File: config.mk
export PLATFORM = sky130hd
export DESIGN_NAME = fetch_stage
export DESIGN_NICKNAME = d
export VERILOG_FILES = /design/src/rtl/fetch_stage.sv
export SDC_FILE = /design/constraint.sdc
export NUM_CORES = 1
export LEC_CHECK = 0
export BUFFER_PORTS_ARGS = -buffer_cell sky130_fd_sc_hd__buf_2
export CAP_MARGIN = 20
export CORE_MARGIN = 10
export CORE_UTILIZATION = 50
export CTS_CLUSTER_DIAMETER = 100
export DETAILED_ROUTE_END_ITERATION = 10
export GPL_TIMING_DRIVEN = 0
export PLACE_DENSITY = 0.78
export SETUP_SLACK_MARGIN = 0.15
export SKIP_CTS_REPAIR_TIMING = 1
export SLEW_MARGIN = 10
export SYNTH_ARGS = -nofsm -noshare
export SYNTH_HDL_FRONTEND = slang
export SYNTH_SLANG_ARGS = --single-unit
export TNS_END_PERCENT = 20
File: constraint.sdc
create_clock -name clk -period 2.55 [get_ports clk]
set_input_delay 0.765 -clock clk [delete_from_list [all_inputs] [get_ports clk]]
set_output_delay 0.765 -clock clk [all_outputs]
set_load 0.01 [all_outputs]
File: src/rtl/fetch_stage.sv
// fetch_stage: instruction fetch + IF/ID pipeline register.
//
// Issues word-addressed fetches over a req/ack handshake. The ack may arrive
// in the same cycle as req. The stage presents the fetched instruction and
// its PC to decode.
//   - stall     : freezes IF/ID; a word that lands while stalled is parked in
//                 a one-entry buffer (HOLD) and requests pause.
//   - br_taken  : flushes IF/ID to a bubble and redirects the PC. An
//                 un-acked wrong-path request must complete first (DRAIN),
//                 because the address has to stay stable until ack.
//
// Ports:
//   clk, rst                 clock, synchronous active-high reset
//   stall                    hold IF/ID contents
//   br_taken, br_target      redirect request and address
//   imem_req, imem_addr      fetch request / word address (= fetch_pc)
//   imem_ack, imem_rdata     single-cycle response and instruction word
//   instr_id, pc_id, valid_id  IF/ID register (valid_id=0 -> bubble)
module fetch_stage #(
    parameter int                  PC_W      = 16,
    parameter int                  INSTR_W   = 16,
    parameter logic [PC_W-1:0]     RESET_PC  = '0,
    parameter logic [INSTR_W-1:0]  NOP_INSTR = '0
) (
    input  logic               clk,
    input  logic               rst,
    input  logic               stall,
    input  logic               br_taken,
    input  logic [PC_W-1:0]    br_target,
    output logic               imem_req,
    output logic [PC_W-1:0]    imem_addr,
    input  logic               imem_ack,
    input  logic [INSTR_W-1:0] imem_rdata,
    output logic [INSTR_W-1:0] instr_id,
    output logic [PC_W-1:0]    pc_id,
    output logic               valid_id
);

    typedef enum logic [1:0] {FETCH, HOLD, DRAIN} state_t;

    localparam logic [PC_W-1:0] PC_ONE = 1;

    state_t             state_q, state_d;
    logic [PC_W-1:0]    fetch_pc_q, fetch_pc_d;
    logic [PC_W-1:0]    redir_pc_q, redir_pc_d;
    logic [INSTR_W-1:0] buf_instr_q, buf_instr_d;
    logic [PC_W-1:0]    buf_pc_q, buf_pc_d;
    logic [INSTR_W-1:0] instr_q, instr_d;
    logic [PC_W-1:0]    pc_q, pc_d;
    logic               valid_q, valid_d;

    // No request is in flight while a word is parked in the buffer.
    assign imem_req  = !rst && (state_q != HOLD);
    assign imem_addr = fetch_pc_q;
    assign instr_id  = instr_q;
    assign pc_id     = pc_q;
    assign valid_id  = valid_q;

    always_comb begin
        state_d     = state_q;
        fetch_pc_d  = fetch_pc_q;
        redir_pc_d  = redir_pc_q;
        buf_instr_d = buf_instr_q;
        buf_pc_d    = buf_pc_q;
        instr_d     = instr_q;
        pc_d        = pc_q;
        valid_d     = valid_q;

        unique case (state_q)
            FETCH: begin
                if (br_taken && imem_ack) begin
                    // Wrong-path word arrived with the branch: drop it and
                    // redirect immediately.
                    fetch_pc_d = br_target;
                    instr_d    = NOP_INSTR;
                    valid_d    = 1'b0;
                end else if (br_taken) begin
                    redir_pc_d = br_target;
                    instr_d    = NOP_INSTR;
                    valid_d    = 1'b0;
                    state_d    = DRAIN;
                end else if (imem_ack && !stall) begin
                    instr_d    = imem_rdata;
                    pc_d       = fetch_pc_q;
                    valid_d    = 1'b1;
                    fetch_pc_d = fetch_pc_q + PC_ONE;
                end else if (imem_ack) begin
                    buf_instr_d = imem_rdata;
                    buf_pc_d    = fetch_pc_q;
                    fetch_pc_d  = fetch_pc_q + PC_ONE;
                    state_d     = HOLD;
                end else if (!stall) begin
                    // Memory wait: decode sees bubbles.
                    instr_d = NOP_INSTR;
                    valid_d = 1'b0;
                end
            end
            HOLD: begin
                if (br_taken) begin
                    fetch_pc_d = br_target;
                    instr_d    = NOP_INSTR;
                    valid_d    = 1'b0;
                    state_d    = FETCH;
                end else if (!stall) begin
                    instr_d = buf_instr_q;
                    pc_d    = buf_pc_q;
                    valid_d = 1'b1;
                    state_d = FETCH;
                end
            end
            DRAIN: begin
                instr_d = NOP_INSTR;
                valid_d = 1'b0;
                if (br_taken) redir_pc_d = br_target;
                if (imem_ack) begin
                    // A branch in the same cycle as the ack is the newest.
                    fetch_pc_d = br_taken ? br_target : redir_pc_q;
                    state_d    = FETCH;
                end
            end
            default: state_d = FETCH;
        endcase
    end

    always_ff @(posedge clk) begin
        if (rst) begin
            state_q     <= FETCH;
            fetch_pc_q  <= RESET_PC;
            redir_pc_q  <= '0;
            buf_instr_q <= '0;
            buf_pc_q    <= '0;
            instr_q     <= NOP_INSTR;
            pc_q        <= '0;
            valid_q     <= 1'b0;
        end else begin
            state_q     <= state_d;
            fetch_pc_q  <= fetch_pc_d;
            redir_pc_q  <= redir_pc_d;
            buf_instr_q <= buf_instr_d;
            buf_pc_q    <= buf_pc_d;
            instr_q     <= instr_d;
            pc_q        <= pc_d;
            valid_q     <= valid_d;
        end
    end

endmodule
==> results of run 1 <==
## kinds of logic (layout without fill, tap and decap cells)
family | count (synthesis) | count (layout) | synth area share [%]
adders and majority gates | 5 | 5 | 1.31
and+or+nand+nor | 193 | 193 | 18.2
AOI/OAI and AO/OA | 151 | 151 | 21.9
DFF | 99 | 99 | 41.6
xor gates and xnor gates | 8 | 8 | 1.47
muxes | 45 | 45 | 9.66
buffers and inverters | 59 | 159 | 5.88
## worst max path at each step
stage / endpoint / slack (ps) / depth (start not counted)
finish: imem_req / 170 / 5
global route: imem_req / 110 / 5
CTS: imem_req / -430 / 5
detailed placement: imem_req / -430 / 5
global placement: imem_req / -400 / 5
floorplan: imem_req / 180 / 4
## state kept, by name, summed over array words and instances, names as in the netlist
register	cells
buf_instr_q	16
pc_id	16
redir_pc_q	16
instr_id	16
imem_addr	16
buf_pc_q	16
valid_id	1
state_q	2
## layer usage
metal,up-vias,GRT usage [%],part of all wire [%]
met2,194,30.8,48
met4,0,8.42,2.7
met1,2042,22.5,44
met5,-,0,0
met3,34,3.84,6.2
li1,2183,-,-
## Yosys cell counts, drive strengths merged, types with 2 or more instances
library cell	n	area [um^2]
a211oi	37	278
and2	3	18.8
ha	5	62.6
a311oi	3	26.3
nand3	7	40.0
a21oi	47	243
nand2	79	299
or3	3	23.8
buf	28	163
nor2b	3	18.8
nor4	4	52.6
mux2i	37	370
a2111oi	2	17.5
a2bb2oi	3	26.3
and3	2	12.5
o32ai	3	41.3
xnor2	4	35.0
nor2	74	278
nor3	12	70.1
dfxtp	99	1980
o21ai	16	80.1
mux2	8	90.1
a221oi	7	67.6
nand4	4	40.0
inv	7	26.3
clkbuf	24	91.3
xor2	4	35.0
a22oi	22	165
## power groups by stage
stage               combinational (mW)  clock, mW  sequential, mW
finish                           0.757       1.00            1.74
global route                     0.831       1.09            1.76
CTS                              0.740       1.00            1.74
detailed placement               0.736          0            1.78
global placement                 0.716          0            1.77
floorplan                        0.469          0            1.78
## critical path: cells and delay by family
kind,cells,cell delay (ps)
AND/OR/NAND/NOR,1,50
buffers and inverters,4,800
## through the flow
step	power (mW)	setup WS, ps	instances
after floorplan	2.25	175	560
after global placement	2.48	-395	772
after detailed placement	2.51	-426	772
after CTS	3.48	-426	788
after global routing	3.68	113	789
final	3.50	166	789
## cell usage in the layout (no fill, tap or decap), types with 3 or more instances in the layout
cell type	n
mux2_2	8
xnor2_1	4
dfxtp_1	98
nand2_1	78
buf_2	106
a21oi_1	45
a2bb2oi_1	3
nand4_1	3
nor2_1	73
nand3_1	6
a211oi_1	37
o21ai_0	16
clkbuf_1	19
a22oi_1	22
mux2i_1	37
buf_6	3
ha_1	5
a311oi_1	3
inv_1	7
xor2_1	4
and2_1	3
buf_4	6
clkbuf_8	9
a221oi_1	6
nor2b_1	3
nor3_1	10
## layout make-up
type,instances,area (um^2)
plain buffers,52,278
clock buffers,9,124
clock inverters,7,70.1
fillers,837,3660
inverters,7,26.3
multi-input cells,402,2510
flip-flops and latches,99,1980
well taps,129,161
repair buffers,84,423
==> impl_metrics.json, run 1 <==
{
  "cts_buffers": 9,
  "startpoint_type": "input port",
  "tns_ps": 0,
  "hp-class": "flip-flop to flip-flop",
  "placed_cell_area_um2": 5340,
  "min_to": "buf_pc_q[13]",
  "seq_area_frac_synth_pct": 41.6,
  "cap_violations": 0,
  "path_common_cell": "buf_2",
  "htreeDepth": 3,
  "cts.path.max_buffers": 2,
  "leakage_nw": 2.26,
  "rrSetupSlack_ps": 340,
  "start_util_pct": 51.6,
  "slowest_stage": "buf_2",
  "first_global_vias": 4464,
  "comb_power_share_pct": 21.6,
  "path_cells": "buf_2 > buf_6 > buf_2 > nor2_2 > buf_2",
  "synthArstFlopShare_pct": 0,
  "worstHoldPathCells": 2,
  "status": "finished clean",
  "ant_nets": 0,
  "clock_latency_ps": 380,
  "synth_edf_count": 0,
  "area_growth_pct": 17.0,
  "min_period_over_period_pct": 93.5,
  "syn-num-nets": 602,
  "nets": 697,
  "cts.sinks": 99,
  "irDropWorstVdd_mv": 0.403,
  "rr_worst_depth": 8,
  "detailed_place_hpwl_mm": 10.0,
  "clock_skew_ps": 14.6,
  "cp_max_fo": 10,
  "die_height_um": 118,
  "wire_per_inst_um": 16.8,
  "grt_max_degree": 20,
  "cts_tree": "yes",
  "route.detailed.drc": 0,
  "min_from": "buf_pc_q[13]",
  "grt_overflow": 0,
  "slew_headroom_pct": 61.6,
  "fmax_mhz": 419,
  "vias_per_cell": 5.64,
  "arrival_ps": 1620,
  "vias": 4453,
  "synth_area_um2": 4770,
  "crit_type": "input port to output pin",
  "grt_pass1_wl_mm": 21.8,
  "fin_hold_ws_ps": 461,
  "synth_area_per_cell_um2": 8.51,
  "crit_path_end_kind": "output pin",
  "period_needed_ps": 2380,
  "synthCells": 560,
  "drive_above_1_share_pct": 24.1,
  "hold_viol": 0,
  "ys_warn_count": 0,
  "clkTransAtPathRegs_ps": 100,
  "io_pins": 87,
  "final_core_util_pct": 60.4,
  "coreArea_um2": 9240,
  "ys_seq_elements": 99,
  "synth.distinct_cells": 54,
  "reg2reg_to": "pc_id[11]",
  "critPathRequiredTime_ps": 1790,
  "max_stage_delay_ps": 230,
  "crit_start": "rst",
  "pwr_density_cell_nw_per_um2": 628,
  "final_area_um2": 5580,
  "drt_iter0_markers": 340,
  "pwr-share-clk_pct": 28.6,
  "die_area_um2": 13800,
  "antenna_found_initial": 0,
  "r2r-start": "state_q[0]",
  "ys.flop_type": "dfxtp_1",
  "p_sw_mw": 1.17,
  "p_int_mw": 2.33,
  "timing.final.max_slew_violations": 0,
  "globalplace.congestion": 0.924,
  "num_rows": 35,
  "grt_setup_unrepaired": "yes",
  "cts-root-buf": "clkbuf_8",
  "setup_viol": 0,
  "grt_usage_pct": 18.6,
  "totalWireLength_mm": 13.3,
  "die_width_um": 118,
  "numPortBuffers": 83,
  "drt_pass1_iterations": 7,
  "seqPwrFrac_pct": 49.8,
  "switching_share_pct": 33.4,
  "tightest_slew_ps": 575,
  "n_antenna_cell": 0
}
No activity file was read; power rests on OpenSTA's default activity.
==> run 2, diff against run 1 <==
--- a/config.mk
+++ b/config.mk
@@ -13,6 +13,7 @@
 export DETAILED_ROUTE_END_ITERATION = 10
 export GPL_TIMING_DRIVEN = 0
 export PLACE_DENSITY = 0.78
+export RECOVER_POWER = 25
 export SETUP_SLACK_MARGIN = 0.15
 export SKIP_CTS_REPAIR_TIMING = 1
 export SLEW_MARGIN = 10
==> run 2 against run 1 <==
  * Clock-buffer cell count unchanged
  * Routed wire length increased by 0.36%
  * Via count increased by 0.18%
  * Maximum frequency about the same
  * Register-to-register slack about the same
  * Setup slack about the same
  * Final cell count unchanged
  * Power decreased by 0.29%
  * Critical path depth unchanged
  * Sequential share of layout area increased by 0.29 points
  * Hold slack about the same
  * Sequential cell count unchanged
  * Largest power group unchanged
==> impl_metrics.json, run 2 (synthesis results as in run 1) <==
{
  "timing.final.max_slew_violations": 0,
  "start_util_pct": 51.6,
  "htreeDepth": 3,
  "leakage_nw": 2.11,
  "cts-root-buf": "clkbuf_8",
  "hp-class": "flip-flop to flip-flop",
  "multiInputGateArea_um2": 2510,
  "coreArea_um2": 9240,
  "max_stage_delay_ps": 230,
  "dp_cells": 772,
  "globalplace.congestion": 0.924,
  "vias": 4461,
  "power_mw": 3.49,
  "nets": 697,
  "regArea_um2": 1980,
  "drt_iter0_markers": 349,
  "grt_usage_pct": 18.6,
  "die_width_um": 118,
  "crit_path_end_kind": "output pin",
  "numPortBuffers": 83,
  "vias_per_cell": 5.65,
  "wire_per_inst_um": 16.9,
  "die_area_um2": 13800,
  "route.detailed.drc": 0,
  "crit_type": "input port to output pin",
  "routed-wl-met2_mm": 6.33,
  "status": "finished clean",
  "cp_max_fo": 10,
  "setup_viol": 0,
  "hold_viol": 0,
  "top_layer_used": "met4",
  "cts_tree": "yes",
  "grt_pass1_wl_mm": 21.8,
  "drt_pass1_iterations": 5,
  "n_antenna_cell": 0,
  "pwr_density_cell_nw_per_um2": 631,
  "grt_setup_unrepaired": "yes",
  "period_needed_ps": 2380,
  "irDropWorstVdd_mv": 0.402,
  "wl_met3_um": 784,
  "die_height_um": 118,
  "io_pins": 87,
  "path_cells": "buf_2 > buf_6 > buf_2 > nor2_2 > buf_2",
  "first_global_vias": 4464,
  "final.fill_count": 861,
  "tightest_slew_ps": 573,
  "area_growth_pct": 16.1,
  "cts.sinks": 99,
  "grt_overflow": 0,
  "path_common_cell": "buf_2",
  "drive_above_1_share_pct": 18.6,
  "slowest_stage": "buf_2",
  "wl_met1_mm": 5.85,
  "cts_buffers": 9,
  "clock_skew_ps": 15.6,
  "clkTransAtPathRegs_ps": 100,
  "startpoint_type": "input port",
  "mostFrequentLayoutCell": "dfxtp_1",
  "path_delay_family": "buffers and inverters",
  "num_rows": 35,
  "ant_nets": 0,
  "cp_num_buf_inv": 4,
  "preCtsSetupSlack_ps": -426,
  "slew_headroom_pct": 61.8,
  "min_period_over_period_pct": 93.5,
  "final.setup.worst_slack_ps": 166,
  "cts.path.max_buffers": 2,
  "arrival_ps": 1620,
  "final_cell_mix": "dfxtp_1, nand2_1, nor2_1",
  "totalWireLength_mm": 13.3,
  "clock_latency_ps": 380,
  "fmax_mhz": 419,
  "stdcell_count": 789,
  "critPathRequiredTime_ps": 1790,
  "antenna_found_initial": 0,
  "cap_violations": 0,
  "grt_max_degree": 20,
  "detailed_place_hpwl_mm": 10.0
}
-- run 2: area by class of cell --
cell class,count,area share [%]
clock buffers,9,2.24
repair buffers,84,6.83
clock inverters,7,1.27
inverters,7,0.475
flip-flops and latches,99,35.8
multi-input cells,402,45.4
well taps,129,2.92
plain buffers,52,5.02
-- run 2: worst paths after layout --
path | from | end | slack [ps] | cells past startpoint
setup / recovery | rst | imem_req | 170 | 5
hold reg to reg | buf_pc_q[13] | buf_pc_q[13] | 460 | 2
setup reg to reg | state_q[0] | pc_id[11] | 350 | 8
hold / removal | buf_pc_q[13] | buf_pc_q[13] | 460 | 2
-- run 2: through the flow --
step	TNS, ps	utilization (%)	cell area (um^2)	hold WS, ps
floorplan	0	-	4770	436
global placement	-395	57.8	5340	441
detailed placement	-426	57.8	5340	447
CTS	-426	59.9	5540	461
global route	0	59.9	5530	482
finish	0	59.9	5530	461
-- run 2: routing by layer --
metal  GRT usage, %  up-vias
met2           30.8      189
li1               -     2184
met3           3.84       31
met1           22.5     2057
met4           8.42        0
met5              0        -
-- run 2: worst reg2reg max path, cell delays in order, from the launching register on --
cell and delay, ps:
dfxtp_1 380, inv_1 90, ha_1 190, buf_2 160
mux2i_1 140, nor3_2 350, clkbuf_1 430, nor2_1 120
a211oi_1 260
-- run 2: report_power, final --
group	switching (mW)	internal, mW
clock	0.621	0.380
sequential	0.0978	1.65
combinational	0.452	0.294
==> run 3, diff against run 2 <==
--- a/config.mk
+++ b/config.mk
@@ -12,6 +12,7 @@
 export CTS_CLUSTER_DIAMETER = 100
 export DETAILED_ROUTE_END_ITERATION = 10
 export GPL_TIMING_DRIVEN = 0
+export MAX_ROUTING_LAYER = met4
 export PLACE_DENSITY = 0.78
 export RECOVER_POWER = 25
 export SETUP_SLACK_MARGIN = 0.15
==> run 3 against run 2 <==
  * Via count shrank 0.20%
  * Core utilization down 0.22 points
  * Global-route usage about the same
==> impl_metrics.json, run 3 (synthesis results as in run 1) <==
{
  "status": "finished clean",
  "coreArea_um2": 9240,
  "n_antenna_cell": 0,
  "hold_viol": 0,
  "final.setup.worst_slack_ps": 191,
  "tns_ps": 0,
  "min_period_over_period_pct": 92.5,
  "arrival_ps": 1590,
  "num_rows": 35,
  "grt_pass1_wl_mm": 21.3,
  "p_sw_mw": 1.15,
  "clkTransAtPathRegs_ps": 100,
  "totalWireLength_mm": 13.1,
  "grt_setup_unrepaired": "yes",
  "grt_max_degree": 19,
  "path_delay_family": "buffers and inverters",
  "slew_headroom_pct": 62.8,
  "cts_tree": "yes",
  "antenna_found_initial": 0,
  "route.detailed.drc": 0,
  "globalplace.congestion": 0.937,
  "nets": 696,
  "vias": 4452,
  "clock_skew_ps": 13.6,
  "area_growth_pct": 15.7,
  "drt_iter0_markers": 458,
  "timing.final.max_slew_violations": 0,
  "vias_per_cell": 5.65,
  "grt_overflow": 0,
  "placed_cell_area_um2": 5340,
  "seqPwrFrac_pct": 50.4,
  "crit_path_end_kind": "output pin",
  "mostFrequentLayoutCell": "dfxtp_1",
  "setup_viol": 0,
  "pwr_density_cell_nw_per_um2": 628,
  "die_height_um": 118,
  "cts-root-buf": "clkbuf_8",
  "detailed_place_hpwl_mm": 9.87,
  "period_needed_ps": 2360,
  "final_cell_mix": "dfxtp_1, nand2_1, nor2_1",
  "cts_buffers": 9,
  "crit_type": "input port to output pin",
  "p_int_mw": 2.31,
  "startpoint_type": "input port",
  "cts.sinks": 99,
  "wire_per_inst_um": 16.7,
  "io_pins": 87,
  "drt_pass1_iterations": 6,
  "htreeDepth": 3,
  "fin_hold_ws_ps": 457,
  "pwr-share-clk_pct": 28.2,
  "cp_max_fo": 10,
  "tightest_slew_ps": 557,
  "critPathRequiredTime_ps": 1790,
  "drive_above_1_share_pct": 18.5,
  "preCtsSetupSlack_ps": -353,
  "die_width_um": 118,
  "path_cells": "clkbuf_2 > buf_6 > clkbuf_4 > nor2_2 > buf_2",
  "numPortBuffers": 83,
  "switching_share_pct": 33.2,
  "irDropWorstVdd_mv": 0.342,
  "cts.path.max_buffers": 2,
  "hp-class": "flip-flop to flip-flop",
  "comb_power_share_pct": 21.4,
  "cap_violations": 0,
  "max_stage_delay_ps": 230,
  "clock_latency_ps": 370,
  "start_util_pct": 51.6,
  "grt_usage_pct": 18.5,
  "slowest_stage": "clkbuf_2",
  "cp_num_buf_inv": 4,
  "final_area_um2": 5510,
  "fmax_mhz": 424,
  "stdcell_count": 788,
  "dp_cells": 772,
  "leakage_nw": 2.10,
  "first_global_vias": 4290,
  "ant_nets": 0,
  "die_area_um2": 13800
}
run 3: cell count changes in the layout (fill, tap and decap cells not counted), sizes merged:
cell	previous run	this run
inv	10	9
buf	80	77
clkbuf	65	67
clkinv	3	4
run 3: per-stage QoR:
stage | utilization (%) | power (mW)
CTS | 59.8 | 3.46
global route | 59.7 | 3.63
global placement | 57.8 | 2.48
finish | 59.7 | 3.46
detailed placement | 57.8 | 2.51
floorplan | - | 2.25
run 3: final cells by class:
cell class,count,area [um^2]
repair buffers,83,370
fillers,870,3730
clock inverters,7,61.3
flip-flops and latches,99,1980
multi-input cells,402,2510
plain buffers,52,274
well taps,129,161
inverters,7,26.3
clock buffers,9,124
run 3: worst reg2reg max path, delay by kind of cell (launching register included):
family | cells | cell delay (ps)
AOI/OAI and AO/OA | 2 | 300
adders and majority gates | 1 | 280
DFF | 1 | 560
and+or+nand+nor | 3 | 970
run 3: power groups by stage:
stage	logic [mW]	registers (mW)	clock network, mW
CTS	0.738	1.74	0.978
detailed placement	0.734	1.78	0
floorplan	0.469	1.78	0
finish	0.739	1.74	0.978
global route	0.817	1.76	1.05
global placement	0.717	1.77	0
run 3: path summary, 6_finish.rpt:
check          startpoint       endpoint  slack (ps)  depth (start not counted)
min           buf_pc_q[8]    buf_pc_q[8]         460                          2
max reg2reg  imem_addr[0]  imem_addr[14]         360                          6
max                   rst       imem_req         190                          5
min reg2reg   buf_pc_q[8]    buf_pc_q[8]         460                          2
run 3: layer usage:
metal / routed length, um / global-route usage, %
met1: 5890 / 22.8
met2: 6300 / 29.8
met5: 0 / -
met3: 693 / 2.97
met4: 253 / 7.19
